`src/rtl/rf_write_arbiter_pkg.sv`:
```
// Shared constants, ID instruction field positions and arbiter state encoding
// for the register file write-port arbiter.
package rf_write_arbiter_pkg;

  localparam int DEF_DATA_WIDTH  = 32;
  localparam int DEF_INDEX_WIDTH = 4;
  localparam int DEF_NUM_REGS    = 16;

  localparam int RS1_LSB = 15;
  localparam int RS2_LSB = 20;
  localparam int RD_LSB  = 7;

  typedef enum logic [1:0] {
    IDLE  = 2'd0,
    WAIT  = 2'd1,
    FORCE = 2'd2
  } arb_state_t;

endpackage

```
`src/rtl/rf_scoreboard.sv`:
```
// Busy scoreboard of registers awaiting MC results plus the ID-stage hazard compare.
// Set/clear land at the posedge; hazard is combinational from the current busy vector.
module rf_scoreboard
  import rf_write_arbiter_pkg::*;
#(
  parameter int DATA_WIDTH  = DEF_DATA_WIDTH,
  parameter int NUM_REGS    = DEF_NUM_REGS,
  parameter int INDEX_WIDTH = DEF_INDEX_WIDTH
) (
  input  logic                   clk,
  input  logic                   rst_i,
  input  logic                   issue_vld_i,
  input  logic [DATA_WIDTH-1:0]  instr_i,
  input  logic                   clr_vld_i,
  input  logic [INDEX_WIDTH-1:0] clr_idx_i,
  output logic [NUM_REGS-1:0]    busy_o,
  output logic                   hazard_o
);

  logic [NUM_REGS-1:0]    busy_q, busy_d;
  logic [INDEX_WIDTH-1:0] rs1, rs2, rd;

  assign rs1 = instr_i[RS1_LSB +: INDEX_WIDTH];
  assign rs2 = instr_i[RS2_LSB +: INDEX_WIDTH];
  assign rd  = instr_i[RD_LSB  +: INDEX_WIDTH];

  // Clear is applied first so a same-index set in the same cycle wins.
  always_comb begin
    busy_d = busy_q;
    if (clr_vld_i) begin
      busy_d[clr_idx_i] = 1'b0;
    end
    if (issue_vld_i && (rd != '0)) begin
      busy_d[rd] = 1'b1;
    end
  end

  always_ff @(posedge clk) begin
    if (rst_i) begin
      busy_q <= '0;
    end else begin
      busy_q <= busy_d;
    end
  end

  assign busy_o   = busy_q;
  assign hazard_o = busy_q[rs1] | busy_q[rs2] | busy_q[rd];

endmodule

```
`src/rtl/rf_write_arbiter.sv`:
```
// Shares the RF write port between WB (fixed priority) and a late MC unit; 0-cycle grant.
// WB is never back-pressured; MC waits on o_mc_ready and a starvation FSM requests a stall.
module rf_write_arbiter
  import rf_write_arbiter_pkg::*;
#(
  parameter int DATA_WIDTH   = DEF_DATA_WIDTH,
  parameter int NUM_REGS     = DEF_NUM_REGS,
  parameter int INDEX_WIDTH  = DEF_INDEX_WIDTH,
  parameter int STARVE_LIMIT = 4,
  parameter int CNT_WIDTH    = 3
) (
  input  logic                   clk,
  input  logic                   i_rst_ID,
  input  logic                   i_wb_valid_WB,
  input  logic [INDEX_WIDTH-1:0] i_wb_rd_WB,
  input  logic [DATA_WIDTH-1:0]  i_wb_data_WB,
  input  logic                   i_mc_issue_ID,
  input  logic [DATA_WIDTH-1:0]  i_instr_ID,
  input  logic                   i_mc_valid,
  input  logic [INDEX_WIDTH-1:0] i_mc_rd,
  input  logic [DATA_WIDTH-1:0]  i_mc_data,
  output logic                   o_mc_ready,
  output logic                   o_write_en_WB,
  output logic [INDEX_WIDTH-1:0] o_rd_WB,
  output logic [DATA_WIDTH-1:0]  o_data_WB,
  output logic                   o_hazard_ID,
  output logic                   o_stall_req,
  output logic [NUM_REGS-1:0]    o_busy_vec
);

  localparam logic [CNT_WIDTH-1:0] LIMIT = CNT_WIDTH'(STARVE_LIMIT);

  arb_state_t           state_q, state_d;
  logic [CNT_WIDTH-1:0] cnt_q, cnt_d;
  logic                 mc_accept;
  logic                 sb_hazard;

  always_comb begin
    o_write_en_WB = 1'b0;
    o_rd_WB       = '0;
    o_data_WB     = '0;
    o_mc_ready    = 1'b0;
    if (!i_rst_ID) begin
      if (i_wb_valid_WB) begin
        o_write_en_WB = 1'b1;
        o_rd_WB       = i_wb_rd_WB;
        o_data_WB     = i_wb_data_WB;
      end else if (i_mc_valid) begin
        o_write_en_WB = 1'b1;
        o_rd_WB       = i_mc_rd;
        o_data_WB     = i_mc_data;
        o_mc_ready    = 1'b1;
      end
    end
  end

  assign mc_accept = o_mc_ready;

  always_comb begin
    state_d = state_q;
    cnt_d   = cnt_q;
    unique case (state_q)
      IDLE: begin
        if (i_mc_valid && i_wb_valid_WB) begin
          state_d = WAIT;
          cnt_d   = CNT_WIDTH'(1);
        end
      end
      WAIT: begin
        if (mc_accept || !i_mc_valid) begin
          state_d = IDLE;
          cnt_d   = '0;
        end else if (cnt_q == LIMIT) begin
          state_d = FORCE;
        end else begin
          cnt_d = cnt_q + CNT_WIDTH'(1);
        end
      end
      FORCE: begin
        if (mc_accept || !i_mc_valid) begin
          state_d = IDLE;
          cnt_d   = '0;
        end
      end
      default: begin
        state_d = IDLE;
        cnt_d   = '0;
      end
    endcase
  end

  always_ff @(posedge clk) begin
    if (i_rst_ID) begin
      state_q <= IDLE;
      cnt_q   <= '0;
    end else begin
      state_q <= state_d;
      cnt_q   <= cnt_d;
    end
  end

  // Driven straight from the state register so the hazard unit sees a clean flop.
  assign o_stall_req = (state_q == FORCE) && !i_rst_ID;

  rf_scoreboard #(
    .DATA_WIDTH (DATA_WIDTH),
    .NUM_REGS   (NUM_REGS),
    .INDEX_WIDTH(INDEX_WIDTH)
  ) u_scoreboard (
    .clk        (clk),
    .rst_i      (i_rst_ID),
    .issue_vld_i(i_mc_issue_ID),
    .instr_i    (i_instr_ID),
    .clr_vld_i  (mc_accept),
    .clr_idx_i  (i_mc_rd),
    .busy_o     (o_busy_vec),
    .hazard_o   (sb_hazard)
  );

  assign o_hazard_ID = sb_hazard && !i_rst_ID;

endmodule

```
`config.mk`:
```
export PLATFORM = sky130hd
export DESIGN_NAME = rf_write_arbiter
export DESIGN_NICKNAME = d
export VERILOG_FILES = /design/src/rtl/rf_write_arbiter_pkg.sv /design/src/rtl/rf_scoreboard.sv /design/src/rtl/rf_write_arbiter.sv
export SDC_FILE = /design/constraint.sdc
export NUM_CORES = 1
export LEC_CHECK = 0
export CORE_AREA = 2 2 60 118
export DETAILED_ROUTE_END_ITERATION = 8
export DIE_AREA = 0 0 62 120
export PLACE_DENSITY = 0.86
export SKIP_CTS_REPAIR_TIMING = 1
export SYNTH_ARGS = -nofsm -noshare
export SYNTH_HDL_FRONTEND = slang
export SYNTH_SLANG_ARGS = --single-unit
```
`constraint.sdc`:
```
create_clock -name clk -period 3.1 [get_ports clk]
set_input_delay 0.93 -clock clk [delete_from_list [all_inputs] [get_ports clk]]
set_output_delay 0.93 -clock clk [all_outputs]
set_load 0.01 [all_outputs]
```
==> results_dict.tcl, run 1 <==
set metrics [dict create \
    r2r_setup_slack_ps 1710 \
    synthCells 195 \
    pwr-share-comb 0.386 \
    critPathCaptureType "output port" \
    overflow 0 \
    p_int_w 0.000672 \
    synthToLayoutAreaGrowth_pct 119 \
    setup_viol 1 \
    cts_buffers 3 \
    fin_crit_ps 3400 \
    place_congestion 1.00 \
    die_area_mm2 0.00744 \
    synth-seq-cells 21 \
    crit_start "i_instr_ID[20]" \
    dpl-instance-area_mm2 0.00347 \
    layout-drive-gt1-share 0.166 \
    grt_use_total 0.204 \
    min_from "cnt_q[1]" \
    setup_slack_ps -295 \
    max-vdd-ir-drop_v 0.000170 \
    antenna_found_initial 1 \
    start_kind "input port" \
    cellLeakagePower_nw 1.99 \
    p_seq_frac 0.316 \
    switchingPower_w 0.000227 \
    syn_area_per_cell_um2 8.70 \
    wl_per_cell_um 17.1 \
    fillers 561 \
    port_buffers 144 \
    clk_path_buf_depth 2 \
    fin_crit_sh 1.10 \
    p_sw_frac 0.253 \
    drt-total-wl_um 7830 \
    vias_per_cell 5.25 \
    drc 0 \
    vias 2401 \
    worst-path-max-fanout 4 \
    max_freq_mhz 295 \
    start_util 0.258 \
    yosysWarnings 0 \
    hp-class "register to register" \
    cts.sinks 21 \
    syn_nets 306 \
    die_w_um 62 \
    hold_viol 0 \
    grt_pass1_vias 2479 \
    violations "setup timing" \
    num_rows 42 \
    die_h_um 120 \
    regToRegEndpoint "cnt_q[0]" \
    p_per_area_mw_per_mm2 242 \
    grt_max_degree 39 \
    final_nets 480 \
    cts_tree "built" \
    slew_headroom 0.701 \
    core_mm2 0.00657 \
    rsz0062_at_grt "yes" \
    final_area_mm2 0.00372 \
    fin_util 0.566 \
    fin_worst_skew_ps 4.56 \
    drt_iter0_drc 134 \
    cp_slowest_stage_delay_ps 540 \
    clock_power_share 0.298 \
    arrival_ps 2470 \
    clk_latency_ps 250 \
    synth_area_mm2 0.00170 \
    holdPathEnd "cnt_q[1]" \
    hpwl_um 6310 \
    grt_pass1_wl_um 11200 \
    rr_worst_depth 6 \
    clk_pin_slew_worst_paths_ps 50 \
    maxCapViolations 0 \
    yosysUniqueCellTypes 32 \
    critPathSlowestCell "mux4_1" \
    rr_startpoint "cnt_q[0]" \
    cts_root_buf "clkbuf_16" \
    seq_area_frac_synth 0.248 \
    io-pin-count 165 \
    drv_slew 0 \
    path_cells "clkbuf_4 > mux4_1 > mux4_2 > o31a_1 > clkbuf_2" \
    worstMarginPinSlew_ps 447 \
    status "complete, but fails checks" \
    cp.required_ps 2170 \
    first_pass_iters 4 \
    min_path_cells 2 \
    path_class "input port to output port" \
    final_antenna_net_count 0 \
    cts.htree.levels 1 \
]
metal layers:
metal	part of all wire	up-vias	GRT usage	routed length, µm
li1	-	1111	-	-
met1	0.29	1104	0.174	2260
met2	0.59	158	0.389	4600
met3	0.072	28	0.0463	560
met4	0.052	0	0.112	409
met5	0	-	0	0
worst max path at each step:
stage	to	depth (start not counted)
final	o_hazard_ID	5
after global routing	o_hazard_ID	5
after CTS	o_hazard_ID	5
after detailed placement	o_hazard_ID	5
after global placement	o_hazard_ID	5
after floorplan	o_hazard_ID	3
power by group through the flow:
stage,registers [W],logic (W),clock network (W)
2_1_floorplan,0.000290,0.000109,0
3_3_place_gp,0.000289,0.000339,0
3_5_place_dp,0.000289,0.000345,0
4_1_cts,0.000283,0.000346,0.000274
5_1_grt,0.000284,0.000369,0.000284
6_report,0.000284,0.000347,0.000268
Yosys cell counts (all sizes together):
library cell / number / area (µm²)
nor3: 2 / 10.0
a211o: 1 / 8.76
o21ai: 22 / 110
a211oi: 2 / 15.0
o31a: 1 / 8.76
mux4: 13 / 308
and3b: 1 / 8.76
o41ai: 1 / 8.76
nor2b: 3 / 18.8
nor2: 11 / 41.3
a22o: 36 / 315
nand3b: 3 / 22.5
ha: 2 / 25.0
nor3b: 3 / 22.5
inv: 4 / 15.0
a22oi: 1 / 7.51
clkbuf: 8 / 30.0
and3: 2 / 12.5
a32oi: 1 / 8.76
nand2: 18 / 67.6
nand3: 8 / 40.0
a21oi: 18 / 90.1
and2: 1 / 6.26
dfxtp: 21 / 420
buf: 6 / 33.8
mux2i: 1 / 10.0
or2: 1 / 6.26
nand2b: 4 / 25.0
through the flow:
stage                     setup slack (ps)  setup TNS [ps]  power (W)  cells  hold slack, ps
after detailed placement             -1120          -19510   0.000634    447             485
after global placement               -1080          -18310   0.000628    447             489
final                                 -295            -295   0.000898    457             490
after floorplan                       1.63               0   0.000399    195             470
after CTS                            -1130          -19680   0.000903    451             493
after global routing                  -364            -364   0.000937    457             519
layout make-up:
class | count | area (µm²) | share of cell area
Timing Repair Buffer | 183 | 1880 | 0.506
Antenna cell | 1 | 2.50 | 0.000673
Sequential cell | 21 | 420 | 0.113
Inverter | 4 | 15.0 | 0.00404
Tap cell | 88 | 110 | 0.0296
Multi-Input combinational cell | 156 | 1210 | 0.325
Clock buffer | 4 | 78.8 | 0.0212
sequential cells by signal (all words and copies together), names as in the netlist:
name,cells
u_scoreboard.busy_o,16
cnt_q,3
state_q,2
logic make-up after synthesis:
group,Yosys count,share of synthesized area
flip-flops,21,0.248
adder cells (fa/ha/maj),2,0.0147
AND/OR/NAND/NOR,57,0.166
buffers and inverters,18,0.0465
multiplexers,14,0.187
AO/OA/AOI/OAI,83,0.338
critical path: cells and delay by family:
family	cells	cell delay, ps
AOI/OAI and AO/OA	1	240
buffers and inverters	2	260
muxes	2	1020
cells in the final DEF, fill, tap and decap left out, drive strengths merged, types with 3 or more instances in the layout:
cell type / synthesis / final
nor2b: 3 / 3
inv: 4 / 4
nand2b: 4 / 4
a21oi: 18 / 18
mux4: 13 / 13
nand3: 8 / 8
dfxtp: 21 / 21
nor3b: 3 / 3
a22o: 36 / 36
buf: 6 / 38
clkbuf: 8 / 10
nand2: 18 / 18
clkdlybuf4s50: 0 / 97
nand3b: 3 / 3
nor2: 11 / 11
o21ai: 22 / 22
dlymetal6s2s: 0 / 42
Power figures use the tool's default switching activity.
==> inputs of run 2 (changes only) <==
--- a/config.mk
+++ b/config.mk
@@ -8,7 +8,7 @@
 export CORE_AREA = 2 2 60 118
 export DETAILED_ROUTE_END_ITERATION = 8
 export DIE_AREA = 0 0 62 120
-export PLACE_DENSITY = 0.86
+export PLACE_DENSITY = 0.74
 export SKIP_CTS_REPAIR_TIMING = 1
 export SYNTH_ARGS = -nofsm -noshare
 export SYNTH_HDL_FRONTEND = slang
==> results_dict.tcl, run 2 (synthesis gave the netlist of run 1 again) <==
set metrics [dict create \
    io-pin-count 165 \
    wl_per_cell_um 17.7 \
    diodes 0 \
    maxCapViolations 0 \
    final_antenna_net_count 0 \
    clk_pin_slew_worst_paths_ps 50 \
    grt_pass1_vias 2419 \
    rr_worst_depth 6 \
    path_class "input port to output port" \
    hp-class "register to register" \
    first_pass_iters 4 \
    hpwl_um 6340 \
    vias 2346 \
    synthToLayoutAreaGrowth_pct 118 \
    drt_iter0_drc 119 \
    grt_pass1_wl_um 10900 \
    start_kind "input port" \
    r2r_setup_slack_ps 1720 \
    fin_crit_sh 1.08 \
    place_congestion 0.840 \
    antenna_found_initial 0 \
    cts.htree.levels 1 \
    p_per_area_mw_per_mm2 244 \
    cellLeakagePower_nw 1.97 \
    grt_use_total 0.197 \
    worst-path-max-fanout 4 \
    drv_slew 0 \
    core_mm2 0.00657 \
    largest_reg_flops 16 \
    cts_root_buf "clkbuf_16" \
    layout-drive-gt1-share 0.169 \
    place_ws_ps -1130 \
    overflow 0 \
    cts_buffers 3 \
    status "complete, but fails checks" \
    num_rows 42 \
    arrival_ps 2410 \
    critPathCaptureType "output port" \
    vias_per_cell 5.16 \
    start_util 0.258 \
    drt-total-wl_um 8040 \
    max_freq_mhz 299 \
    tns_ps -239 \
    die_h_um 120 \
    fin_worst_skew_ps 3.66 \
    final_cell_mix "clkdlybuf4s50_1, dlymetal6s2s_1, a22o_1, buf_4" \
    setup_viol 1 \
    setup_slack_ps -239 \
    clk_latency_ps 250 \
    drc 0 \
    cp.required_ps 2170 \
    hold_ws_ps 500 \
    grt_max_degree 39 \
    fillers 605 \
    rsz0062_at_grt "yes" \
    holdPathEnd "cnt_q[1]" \
    rr_startpoint "cnt_q[0]" \
    max-vdd-ir-drop_v 0.000172 \
    violations "setup timing" \
    layout_commonest_cell "clkdlybuf4s50_1" \
    fin_crit_ps 3340 \
    min_path_cells 2 \
    min_from "cnt_q[1]" \
    final_nets 479 \
    die_area_mm2 0.00744 \
    clk_path_buf_depth 2 \
    hold_viol 0 \
    cts_tree "built" \
    die_w_um 62 \
    port_buffers 144 \
    cts.sinks 21 \
    worstMarginPinSlew_ps 710 \
    slew_headroom 0.526 \
    regToRegEndpoint "cnt_q[0]" \
]
## run 2: cell count changes in the layout (fill, tap and decap cells not counted)
cell      delta
mux4_1       -2
buf_6        +2
buf_4        -2
mux4_2       +2
diode_2      -1
clkbuf_4     -1
## run 2: per-stage QoR
stage                     power [W]  utilization  cell area, µm²  cells
after floorplan            0.000399            -            1700    195
after global placement     0.000630        0.527            3460    446
after detailed placement   0.000635        0.527            3460    446
after CTS                  0.000906        0.539            3540    450
after global routing       0.000942        0.564            3710    455
final                      0.000903        0.564            3710    455
## run 2: metal layers
metal | routed length, µm | vias to the layer above | GRT usage
li1 | - | 1105 | -
met4 | 321 | 0 | 0.0957
met1 | 2410 | 1068 | 0.169
met5 | 0 | - | 0
met3 | 589 | 20 | 0.0399
met2 | 4730 | 153 | 0.384
## run 2: worst max-delay path by stage
stage | depth (start not counted) | start | endpoint | slack (ps)
after global placement | 5 | i_instr_ID[20] | o_hazard_ID | -1090
final | 5 | i_instr_ID[20] | o_hazard_ID | -240
after floorplan | 3 | i_instr_ID[20] | o_hazard_ID | 2
after global routing | 5 | i_instr_ID[20] | o_hazard_ID | -280
after CTS | 5 | i_instr_ID[20] | o_hazard_ID | -1140
after detailed placement | 5 | i_instr_ID[20] | o_hazard_ID | -1130
## run 2: power breakdown
group	leakage, nW	switching [W]	internal (W)	total (W)
registers	0.170	0.00000700	0.000277	0.000284
logic	1.76	0.000129	0.000220	0.000348
clock network	0.0382	0.0000958	0.000175	0.000271
## run 2: critical path, stage by stage
cell and delay [ps]:
buf_4 120, mux4_2 500, mux4_2 480, o31a_1 250, clkbuf_2 130
## run 2: layout make-up
class	count	area [µm²]	share of cell area
timing repair buffer	182	1880	0.507
inverter	4	15.0	0.00405
multi-input combinational	156	1200	0.324
clock buffer	4	78.8	0.0213
sequential	21	420	0.113
tap	88	110	0.0297
